`src/rtl/cdb_pkg.sv`:
```
// Shared CDB definitions: widths, broadcast payload type, FU index constants.
// Latency: n/a (types and constants only).
// Backpressure: n/a.
package cdb_pkg;

    localparam int DATA_WIDTH = 32;
    localparam int REG_ID_W   = 5;
    localparam int ISS_ID_W   = 8;
    localparam int FU_ID_W    = 4;

    // Broadcast record seen by reservation stations, ROB and rename logic
    typedef struct packed {
        logic                  valid;
        logic [DATA_WIDTH-1:0] value;
        logic [REG_ID_W-1:0]   reg_id;
        logic [FU_ID_W-1:0]    fu_id;
        logic [ISS_ID_W-1:0]   iss_id;
    } cdb_payload_t;

    // Constant FU ids wired into the execution units
    localparam logic [FU_ID_W-1:0] FU_ALU0 = 4'd0;
    localparam logic [FU_ID_W-1:0] FU_ALU1 = 4'd1;
    localparam logic [FU_ID_W-1:0] FU_MUL  = 4'd2;
    localparam logic [FU_ID_W-1:0] FU_LSU  = 4'd3;

    // FU index increment modulo the real FU count, not the index width
    function automatic int fu_wrap_inc(input int idx, input int n);
        return (idx + 1 >= n) ? 0 : idx + 1;
    endfunction

endpackage

```
`src/rtl/cdb_arbiter_rr.sv`:
```
// Round-robin arbiter: one-hot grant and winner index from N request lines.
// Latency: grant is combinational from i_req; pointer advances on the clock.
// Backpressure: losers receive no grant and are expected to hold their request.
module rr_arbiter
    import cdb_pkg::*;
#(
    parameter int N     = 4,
    parameter int IDX_W = 4
) (
    input  logic             clk,
    input  logic             reset,
    input  logic [N-1:0]     i_req,
    output logic [N-1:0]     o_grant,
    output logic [IDX_W-1:0] o_win,
    output logic             o_gnt_vld
);

    logic [IDX_W-1:0] r_ptr;
    logic [N-1:0]     w_mask;
    logic [2*N-1:0]   w_dbl;
    logic             w_hit;
    logic [IDX_W-1:0] w_win;

    // Lower half keeps only requests at/after the pointer, upper half all of
    // them; the lowest set bit of the doubled vector is the round-robin winner.
    always_comb begin
        w_mask = '0;
        for (int i = 0; i < N; i++) begin
            w_mask[i] = (i >= int'(r_ptr));
        end
        w_dbl = {i_req, i_req & w_mask};
        w_hit = 1'b0;
        w_win = '0;
        for (int i = 2*N-1; i >= 0; i--) begin
            if (w_dbl[i]) begin
                w_hit = 1'b1;
                w_win = IDX_W'(i % N);
            end
        end
    end

    // A grant raised while reset is high is void
    assign o_gnt_vld = w_hit & ~reset;
    assign o_grant   = o_gnt_vld ? (N'(1) << w_win) : '0;
    assign o_win     = w_win;

    // Priority moves to the FU just after the winner; held when idle
    always_ff @(posedge clk) begin
        if (reset) begin
            r_ptr <= '0;
        end else if (o_gnt_vld) begin
            r_ptr <= IDX_W'(fu_wrap_inc(int'(w_win), N));
        end
    end

endmodule

```
`src/rtl/cdb_arbiter.sv`:
```
// Common Data Bus arbiter: round-robin grant among FUs, registered broadcast.
// Latency: fu_ack same cycle as fu_req; broadcast one cycle after the grant.
// Backpressure: non-granted FUs hold fu_req and payload until acked.
module cdb_arbiter
    import cdb_pkg::*;
#(
    parameter int NUM_FU     = 4,
    parameter int DATA_WIDTH = cdb_pkg::DATA_WIDTH,
    parameter int REG_ID_W   = cdb_pkg::REG_ID_W,
    parameter int ISS_ID_W   = cdb_pkg::ISS_ID_W,
    parameter int FU_ID_W    = cdb_pkg::FU_ID_W
) (
    input  logic                         clk,
    input  logic                         reset,
    input  logic [NUM_FU-1:0]            fu_req,
    output logic [NUM_FU-1:0]            fu_ack,
    input  logic [NUM_FU*DATA_WIDTH-1:0] fu_value,
    input  logic [NUM_FU*REG_ID_W-1:0]   fu_reg_id,
    input  logic [NUM_FU*ISS_ID_W-1:0]   fu_iss_id,
    input  logic                         flush,
    output logic                         cdb_valid,
    output logic [DATA_WIDTH-1:0]        cdb_value,
    output logic [REG_ID_W-1:0]          cdb_reg_id,
    output logic [FU_ID_W-1:0]           cdb_fu_id,
    output logic [ISS_ID_W-1:0]          cdb_iss_id
);

    logic [FU_ID_W-1:0]    w_win;
    logic                  w_gnt_vld;
    logic [DATA_WIDTH-1:0] w_value;
    logic [REG_ID_W-1:0]   w_reg_id;
    logic [ISS_ID_W-1:0]   w_iss_id;

    logic                  r_cdb_valid;
    logic [DATA_WIDTH-1:0] r_cdb_value;
    logic [REG_ID_W-1:0]   r_cdb_reg_id;
    logic [FU_ID_W-1:0]    r_cdb_fu_id;
    logic [ISS_ID_W-1:0]   r_cdb_iss_id;

    rr_arbiter #(
        .N     (NUM_FU),
        .IDX_W (FU_ID_W)
    ) u_rr (
        .clk       (clk),
        .reset     (reset),
        .i_req     (fu_req),
        .o_grant   (fu_ack),
        .o_win     (w_win),
        .o_gnt_vld (w_gnt_vld)
    );

    // Winner's payload slices
    always_comb begin
        w_value  = fu_value[w_win*DATA_WIDTH +: DATA_WIDTH];
        w_reg_id = fu_reg_id[w_win*REG_ID_W +: REG_ID_W];
        w_iss_id = fu_iss_id[w_win*ISS_ID_W +: ISS_ID_W];
    end

    // Broadcast register: flushed grants still drain but are never marked valid
    always_ff @(posedge clk) begin
        if (reset) begin
            r_cdb_valid  <= 1'b0;
            r_cdb_value  <= '0;
            r_cdb_reg_id <= '0;
            r_cdb_fu_id  <= '0;
            r_cdb_iss_id <= '0;
        end else if (w_gnt_vld) begin
            r_cdb_valid  <= ~flush;
            r_cdb_value  <= w_value;
            r_cdb_reg_id <= w_reg_id;
            r_cdb_fu_id  <= w_win;
            r_cdb_iss_id <= w_iss_id;
        end else begin
            r_cdb_valid  <= 1'b0;
        end
    end

    assign cdb_valid  = r_cdb_valid;
    assign cdb_value  = r_cdb_value;
    assign cdb_reg_id = r_cdb_reg_id;
    assign cdb_fu_id  = r_cdb_fu_id;
    assign cdb_iss_id = r_cdb_iss_id;

endmodule

```
`config.mk`:
```
export PLATFORM = sky130hd
export DESIGN_NAME = cdb_arbiter
export DESIGN_NICKNAME = d
export VERILOG_FILES = /design/src/rtl/cdb_pkg.sv /design/src/rtl/cdb_arbiter_rr.sv /design/src/rtl/cdb_arbiter.sv
export SDC_FILE = /design/constraint.sdc
export NUM_CORES = 1
export LEC_CHECK = 0
export BUFFER_PORTS_ARGS = -buffer_cell sky130_fd_sc_hd__clkbuf_2
export CAP_MARGIN = 10
export CORE_MARGIN = 10
export CORE_UTILIZATION = 37
export CTS_CLUSTER_SIZE = 40
export DETAILED_ROUTE_END_ITERATION = 10
export PLACE_DENSITY = 0.77
export SLEW_MARGIN = 15
export SYNTH_ARGS = -nofsm -noshare
export SYNTH_HDL_FRONTEND = slang
export SYNTH_SLANG_ARGS = --single-unit
```
`constraint.sdc`:
```
create_clock -name clk -period 2 [get_ports clk]
set_input_delay 0.2 -clock clk [delete_from_list [all_inputs] [get_ports clk]]
set_output_delay 0.2 -clock clk [all_outputs]
set_load 0.03 [all_outputs]
```
==> results.md, run 1 <==
- Status: complete, but fails checks
- Failing checks: setup timing
- Final period util: 104.7%
- Post-Synth Adder-Cell Area: 1.512%
- Synth Area in XOR/XNOR: 0%
- # IOs: 241
- Clock-pin slew on the worst setup and hold paths: approximately 0.09 ns
- Gate Count Post-Synth: 379
- Max-slew violation count: 0
- Worst Skew: 0.006330 ns
- IO Port Bufs: 238
- Yosys warnings: 0
- Vias per cell: 5.938
- Reg-to-Reg End: cdb_value[15]
- RSZ-0062 raised after global routing: yes
- Sink Count: between 50 and 60
- Final Net Count: 794
- DIE AREA: 0.01313 mm²
- Hold path startpoint: flush
- H-tree levels: 2
- Hold Path Depth: 2
- GPL Wtd Cong: 0.8919
- Biggest area consumer among synthesized cells: dfxtp_1
- Residual DRC: 0
- Skew-Pair Late Insertion Delay: 0.30 ns
- Worst Setup Start Kind: flop
- Worst slack at placement: 0.03899 ns
- Crit path kind: flop to primary output
- Core Footprint: 0.008721 mm²
- Yosys top cell area share: between 30 and 40%
- Flops & latches, synth: 51
- R2R depth: 7
- Worst EP required: roughly 1.8 ns
- Initial antenna violation count: 0
- Crit-path max cell delay: 0.37 ns
- Die Ht: 114.6 µm
- Layout cell share with drive strength beyond 1: 50.99%
- Num CTS Buffers: 5
- Commonest non-fill, non-tap cells in the layout: clkbuf_2 (234), nand3_1 (84), dfxtp_1 (49)
- Hold Buf Count CTS: 0
- Routed len/inst: 20.04 µm
- First-pass DRT Iterations: 5
- Power, Total: 4190 µW
- Seq/Total Area, Yosys: 30.85%
- Crit-path slowest cell: dfxtp_4
- Main combinational cell family by area after synthesis: compound AO/OA/AOI/OAI gates
- Fmax: 477.8 MHz
- CTS tree: done
- Mux contribution to synthesized area: 0%
- Area Growth Syn to Fin: 48.36%
- HP Class: input port to flop
- # diodes: 0
- Post-detailed-route count of antenna-violating nets: 0
- Simple-gate share of the synthesized area: 18.45%
- Post-synthesis cell type count: 38
- Count of final setup violators: 4
- Vias in the first global route: 4,480
- CP endpoint kind: primary output
- CP cell instances: nand2b_4 -> a211o_1 -> and2_4 -> nand2_4 -> buf_6 -> ha_4 -> and3_4 -> buf_8
- Worst-margin pin slew: 0.5159 ns
- Clk buf depth: 2
- Post-route minimum period: 2.093 ns
- Critical path arrival: 1.89 ns
- Synth area leaders: dfxtp_1 (31%), nand3_1 (13%), a32oi_1 (12%), o21bai_1 (10%), o221ai_1 (7.7%)
- Via count: approximately 4,200
- Initial Util: between 30% and 40%
- Grt total ovfl: 0
- Finished Layout Cells: 712
- Commonest non-fill, non-tap cell in the layout: clkbuf_2
- Post-Syn Area per Cell: about 8.7 µm²
- Reg2Reg Launch Point: u_rr.r_ptr[0]
- Syn Std Cell Area: 0.003309 mm²
- Hold EP: cdb_valid
- Hold Violations, Final: 0
- Peak supply drop: between 0.0004 and 0.0005 V
- PwrDens: 853.4 mW/mm²
- Worst-path fanout max: 4
- Pin count of the biggest net entering global routing: 48
- Total GRT Usage: 19.99%
- WL final: 14,270 µm
- Final worst-path setup slack: -0.09313 ns
- Compound-Gate Fraction of Synth Area: 40.49%
- Slew Limit Headroom: 65.52%
- R2R setup slack: 0.10 ns
- Leak: 0.002301 µW
- HPWL Detailed: approximately 11,000 µm
- Die width: between 100 and 150 µm
- # placed instances: between 600 and 700
- First-pass GRT wire length: around 22,000 µm
- Cell row count: 34
- Root Buffer Master: clkbuf_8
- Max-cap viol count: 0
- DRT iter0 DRCs: 306
-- area by class of cell --
| cell class | count | area (µm²) |
|---|---|---|
| Multi-Input combinational cell | 280 | 2146 |
| Sequential cell | 51 | 1028 |
| Clock inverter | 2 | 35.03 |
| Tap cell | 108 | 135.1 |
| Timing Repair Buffer | 261 | 1465 |
| Clock buffer | 6 | 82.58 |
| Inverter | 4 | 17.52 |
| Fill cell | 773 | 3811 |
-- report_power, final --
part	total, µW	internal [µW]	switching [µW]
clock	760	406	354
combinational	2020	737	1280
sequential	1410	1260	155
-- sequential cells by signal, indices dropped and copies added (netlist names) --
signal      flops
cdb_fu_id       2
cdb_iss_id      8
cdb_reg_id      5
cdb_valid       1
cdb_value      32
u_rr.r_ptr      3
-- worst max-delay path by stage --
stage | start | endpoint
global route | u_rr.r_ptr[0] | fu_ack[0]
finish | u_rr.r_ptr[0] | fu_ack[1]
CTS | u_rr.r_ptr[1] | fu_ack[1]
floorplan | u_rr.r_ptr[1] | fu_ack[3]
detailed placement | u_rr.r_ptr[1] | fu_ack[3]
global placement | u_rr.r_ptr[1] | fu_ack[3]
-- synthesized netlist by cell type --
cell type,number
nor2_1,11
nand3_1,84
o21bai_1,45
o221ai_1,29
and3_1,5
o22ai_1,8
o21a_1,1
buf_8,1
clkbuf_1,19
a21oi_2,1
o311ai_1,6
nand2_1,7
dfxtp_1,51
buf_6,8
and4_1,1
conb_1,1
o2bb2ai_2,1
nand2b_1,1
a21oi_1,3
buf_4,3
nor2_4,1
nor3_2,1
a211o_1,2
o221ai_2,10
buf_2,14
and2_1,1
ha_1,4
nor3_1,1
a21boi_0,1
inv_1,4
a32oi_1,45
or2_2,1
or2b_1,1
or3_4,1
nor2b_1,3
a22oi_1,1
a21o_1,1
a311oi_2,1
-- worst max-delay path: cells and delay by family (launching register included) --
family                   cells  cell delay, ns
buffers and inverters        2            0.24
AND/OR/NAND/NOR              4            0.54
flip-flops                   1            0.37
AO/OA/AOI/OAI                1            0.32
adder cells (fa/ha/maj)      1            0.12
-- layer usage --
metal	global-route usage, %	part of all wire, %
met1	20.87	36
met3	6.761	9.8
met4	5.931	2.1
met2	36.73	52
met5	0	0
-- repair_timing --
action | 4_1_cts | 5_1_grt
pin swaps | 6 | 6
buffers inserted | 4 | 2
endpoints found under the setup margin | 4 | 31
gates resized for setup | 26 | 17
hold endpoints to repair | 0 | 0
-- metrics by stage --
stage	util [%]	TNS, ns	hold slack (ns)	cell area, µm²
floorplan	-	0	0.2768	3317
global placement	52.57	0	0.3662	4584
detailed placement	52.57	0	0.3698	4584
CTS	55.42	-0.2649	0.04065	4833
global route	56.30	-0.5913	0.04923	4910
finish	56.30	-0.3445	0.05199	4910
-- cell families (layout without fill, tap and decap cells) --
kind of cell,Yosys count,in the layout
AOI/OAI and AO/OA,155,155
and+or+nand+nor,119,119
DFF,51,51
buffers and inverters,49,273
adders and majority gates,4,4
other,1,2
No activity file was read; power rests on OpenSTA's default activity.
==> inputs of run 2 (changes only) <==
--- a/config.mk
+++ b/config.mk
@@ -5,13 +5,14 @@
 export SDC_FILE = /design/constraint.sdc
 export NUM_CORES = 1
 export LEC_CHECK = 0
+export ABC_AREA = 1
 export BUFFER_PORTS_ARGS = -buffer_cell sky130_fd_sc_hd__clkbuf_2
 export CAP_MARGIN = 10
 export CORE_MARGIN = 10
-export CORE_UTILIZATION = 37
+export CORE_UTILIZATION = 41
 export CTS_CLUSTER_SIZE = 40
 export DETAILED_ROUTE_END_ITERATION = 10
-export PLACE_DENSITY = 0.77
+export PLACE_DENSITY = 0.79
 export SLEW_MARGIN = 15
 export SYNTH_ARGS = -nofsm -noshare
 export SYNTH_HDL_FRONTEND = slang
==> run 2 against run 1 <==
The run now ends clean. Via count increased by 20%. Clock-buffer cell count increased by 1. Hold slack improved by 0.0014 ns. Clock power decreased by 25%. Utilization increased by 0.10 points. Global-route usage decreased by 0.45 points. Highest routed layer unchanged. First-iteration DRC count increased by 17%. Sequential cell count unchanged. Critical endpoint is now fu_ack[3]. Final cell count increased by 49%. Non-clock buffer count decreased by 5. Worst setup slack improved by 0.20 ns.
==> results.md, run 2 <==
- Status: finished clean
- H-tree levels: 2 (unchanged)
- Top cells by count, synth: nand2_1 (223), nand3_1 (151), inv_1 (118)
- Hold EP: cdb_valid
- # IOs: 241 (unchanged)
- Seq. cell area: 0.001021 mm² (-0.73%)
- Die Ht: 120.3 µm (+5.0%)
- Worst Skew: 0.004417 ns (-0.001913 ns)
- Yosys top cell area share: 24.77% (-6.1 points)
- Post-detailed-route count of antenna-violating nets: 0 (unchanged)
- Initial Util: 42.17% (+4.2 points)
- Max FFs per register: 32 (unchanged)
- Vias per cell: 4.779 (-20%)
- Area of the multi-input gates: 0.002419 mm² (+13%)
- FILL cells: 1,060 (+37%)
- PwrDens: 707.1 mW/mm² (-17%)
- Crit path kind: flop to primary output
- Skew-Pair Late Insertion Delay: 0.29 ns (about the same)
- Hold Buf Count CTS: 0 (unchanged)
- Hold Path Depth: 2 (unchanged)
- Seq/Total Area, Yosys: 24.77% (-6.1 points)
- Worst Setup Start Kind: flop
- Post-synthesis cell type count: 22 (-42%)
- Synth area leaders: dfxtp_1 (25%), nand2_1 (20%), nand3_1 (18%), nand3b_1 (14%), inv_1 (11%)
- Final Net Count: 1,118 (+41%)
- Peak supply drop: 0.0003378 V (-20%)
- # diodes: 0 (unchanged)
- Flops & latches, synth: 51 (unchanged)
- Final period util: 94.51% (-10 points)
- GPL Wtd Cong: 0.8708 (-2.4%)
- Post-Syn Area per Cell: 5.740 µm² (-34%)
- Initial antenna violation count: 0 (unchanged)
- Max-slew violation count: 0 (unchanged)
- Worst EP required: 1.80 ns (about the same)
- Finished Layout Cells: 1,061 (+49%)
- Clock-pin slew on the worst setup and hold paths: 0.09 ns (about the same)
- Count of final setup violators: 0 (-4)
- Worst-path fanout max: 5 (+1)
- Yosys warnings: 0 (unchanged)
- # placed instances: 1,053 (+51%)
- Sink Count: 51 (unchanged)
- Power, Total: 3898 µW (-7.0%)
- Grt total ovfl: 0 (unchanged)
- RSZ-0062 raised after global routing: yes
- Hold path startpoint: flush
- Vias in the first global route: 4,824 (+7.7%)
- HP Class: input port to flop
- Pin count of the biggest net entering global routing: 60 (+25%)
- First-pass GRT wire length: 23,900 µm (+8.3%)
- Reg2Reg Launch Point: u_rr.r_ptr[2]
- First-pass DRT Iterations: 7 (+2)
- Main synth FF type: dfxtp_1
- R2R depth: 9 (+2)
- Via count: 5,070 (+20%)
- Residual DRC: 0 (unchanged)
- Clk buf depth: 2 (unchanged)
- Max-cap viol count: 0 (unchanged)
- Hold Violations, Final: 0 (unchanged)
- Fmax: 529.0 MHz (+11%)
- R2R setup slack: 0.28 ns (+0.18 ns)
- Syn Std Cell Area: 0.004121 mm² (+25%)
- IO Port Bufs: 238 (unchanged)
- WL final: 15,270 µm (+7.0%)
- Total GRT Usage: 19.54% (-0.45 points)
- FFs w/ async S/R, synth: 0% (unchanged)
- Area Growth Syn to Fin: 33.76%
- CTS tree: done
- Commonest non-fill, non-tap cells in the layout: clkbuf_2 (234), nand2_1 (222), nand3_1 (151)
- Cell row count: 36 (+5.9%)
- Worst-margin pin slew: 0.6107 ns (+0.09480 ns)
- DRT iter0 DRCs: 357 (+17%)
- Slew Limit Headroom: 59.29% (-6.2 points)
- Leak: 0.003453 µW (+50%)
- CP endpoint kind: primary output
- Core Footprint: 0.009774 mm² (+12%)
- Routed len/inst: 14.39 µm (-28%)
- Reg-to-Reg End: cdb_value[3]
- DIE AREA: 0.01446 mm² (+10%)
- Placed inst area: 0.005411 mm² (+18%)
- Die width: 120.3 µm (+5.0%)
- Layout cell share with drive strength beyond 1: 29.96% (-21 points)
- Post-synth EDFFs: 0 (unchanged)
- Top-count cell post-synth: nand2_1
- Commonest non-fill, non-tap cell in the layout: clkbuf_2
- Finished Cell Area: 0.005513 mm² (+12%)
- HPWL Detailed: 11,960 µm (+9.4%)
- Biggest area consumer among synthesized cells: dfxtp_1
- Critical path arrival: 1.69 ns (-0.20 ns)
- Num CTS Buffers: 5 (unchanged)
- Post-route minimum period: 1.890 ns (-0.2029 ns)
- Root Buffer Master: clkbuf_8
- Gate Count Post-Synth: 718 (+89%)
run 2: cell types whose count changed after synthesis, moves of 7 or more:
cell,change
buf_6,-7
o21bai_1,-45
a32oi_1,-45
clkbuf_1,+8
nand3_1,+67
nand2_1,+216
nand3b_1,+78
inv_1,+114
o22ai_1,-8
o221ai_1,-29
inv_2,+9
o221ai_2,-10
run 2: how the worst max path moves through the flow:
stage | from | end | slack, ns | depth (start not counted)
6_report | u_rr.r_ptr[2] | fu_ack[3] | 0.11 | 9
5_1_grt | u_rr.r_ptr[2] | fu_ack[3] | -0.009 | 11
3_5_place_dp | u_rr.r_ptr[2] | cdb_value[3] | 0.25 | 9
4_1_cts | u_rr.r_ptr[2] | fu_ack[3] | 0.004 | 9
3_3_place_gp | u_rr.r_ptr[2] | cdb_value[3] | 0.28 | 9
2_1_floorplan | u_rr.r_ptr[2] | fu_ack[3] | 0.11 | 12
run 2: report_power, final:
group	internal, µW	switching (µW)	leakage [µW]	total (µW)
registers	1180	91.0	0.000425	1280
clock network	246	320	0.0000422	567
logic	706	1350	0.00299	2060
run 2: critical path: stages (launching register included):
cell	delay (ns)
dfxtp_1	0.33
nor2_2	0.17
nand2_1	0.16
nand2_4	0.13
nand2_4	0.08
inv_1	0.09
ha_1	0.14
inv_1	0.05
nor2_1	0.10
buf_4	0.17
run 2: cells by family (layout without fill, tap and decap cells):
logic type	Yosys count	after routing	share of synthesized area (%)
and+or+nand+nor	468	468	54.83
buffers and inverters	182	391	17.64
DFF	51	51	24.77
AOI/OAI and AO/OA	12	12	1.457
adders and majority gates	4	4	1.214
other	1	2	0.09099
run 2: layout make-up:
class | count | share of cell area (%)
inverter | 127 | 8.693
tap | 133 | 3.019
timing repair buffer | 256 | 24.42
clock buffer | 7 | 1.384
sequential | 51 | 18.52
clock inverter | 1 | 0.09079
multi-input combinational | 486 | 43.87
run 2: metal layers:
| metal | share of wire, % | global-route usage (%) | vias up |
|---|---|---|---|
| met3 | 11 | 6.887 | 12 |
| met5 | 0 | 0 | - |
| li1 | - | - | 2638 |
| met1 | 41 | 22.88 | 2189 |
| met2 | 47 | 33.56 | 231 |
| met4 | 1.3 | 4.374 | 0 |
run 2: stage by stage:
step                      setup TNS (ns)  setup WS [ns]  util (%)  hold WS [ns]
after floorplan                        0         0.1070         -        0.2691
after global placement                 0         0.2825     55.36        0.3576
after detailed placement               0         0.2458     55.36        0.3686
after CTS                              0       0.004372     56.22       0.04040
after global routing           -0.009080      -0.009080     56.40       0.04203
final                                  0         0.1098     56.40       0.05341
run 2: repair_timing:
| action | CTS | global route |
|---|---|---|
| gates resized for setup | 1 | 12 |
| setup endpoints to repair | 1 | 4 |
| buffers inserted | 0 | 0 |
| endpoints found under the hold margin | 0 | 0 |
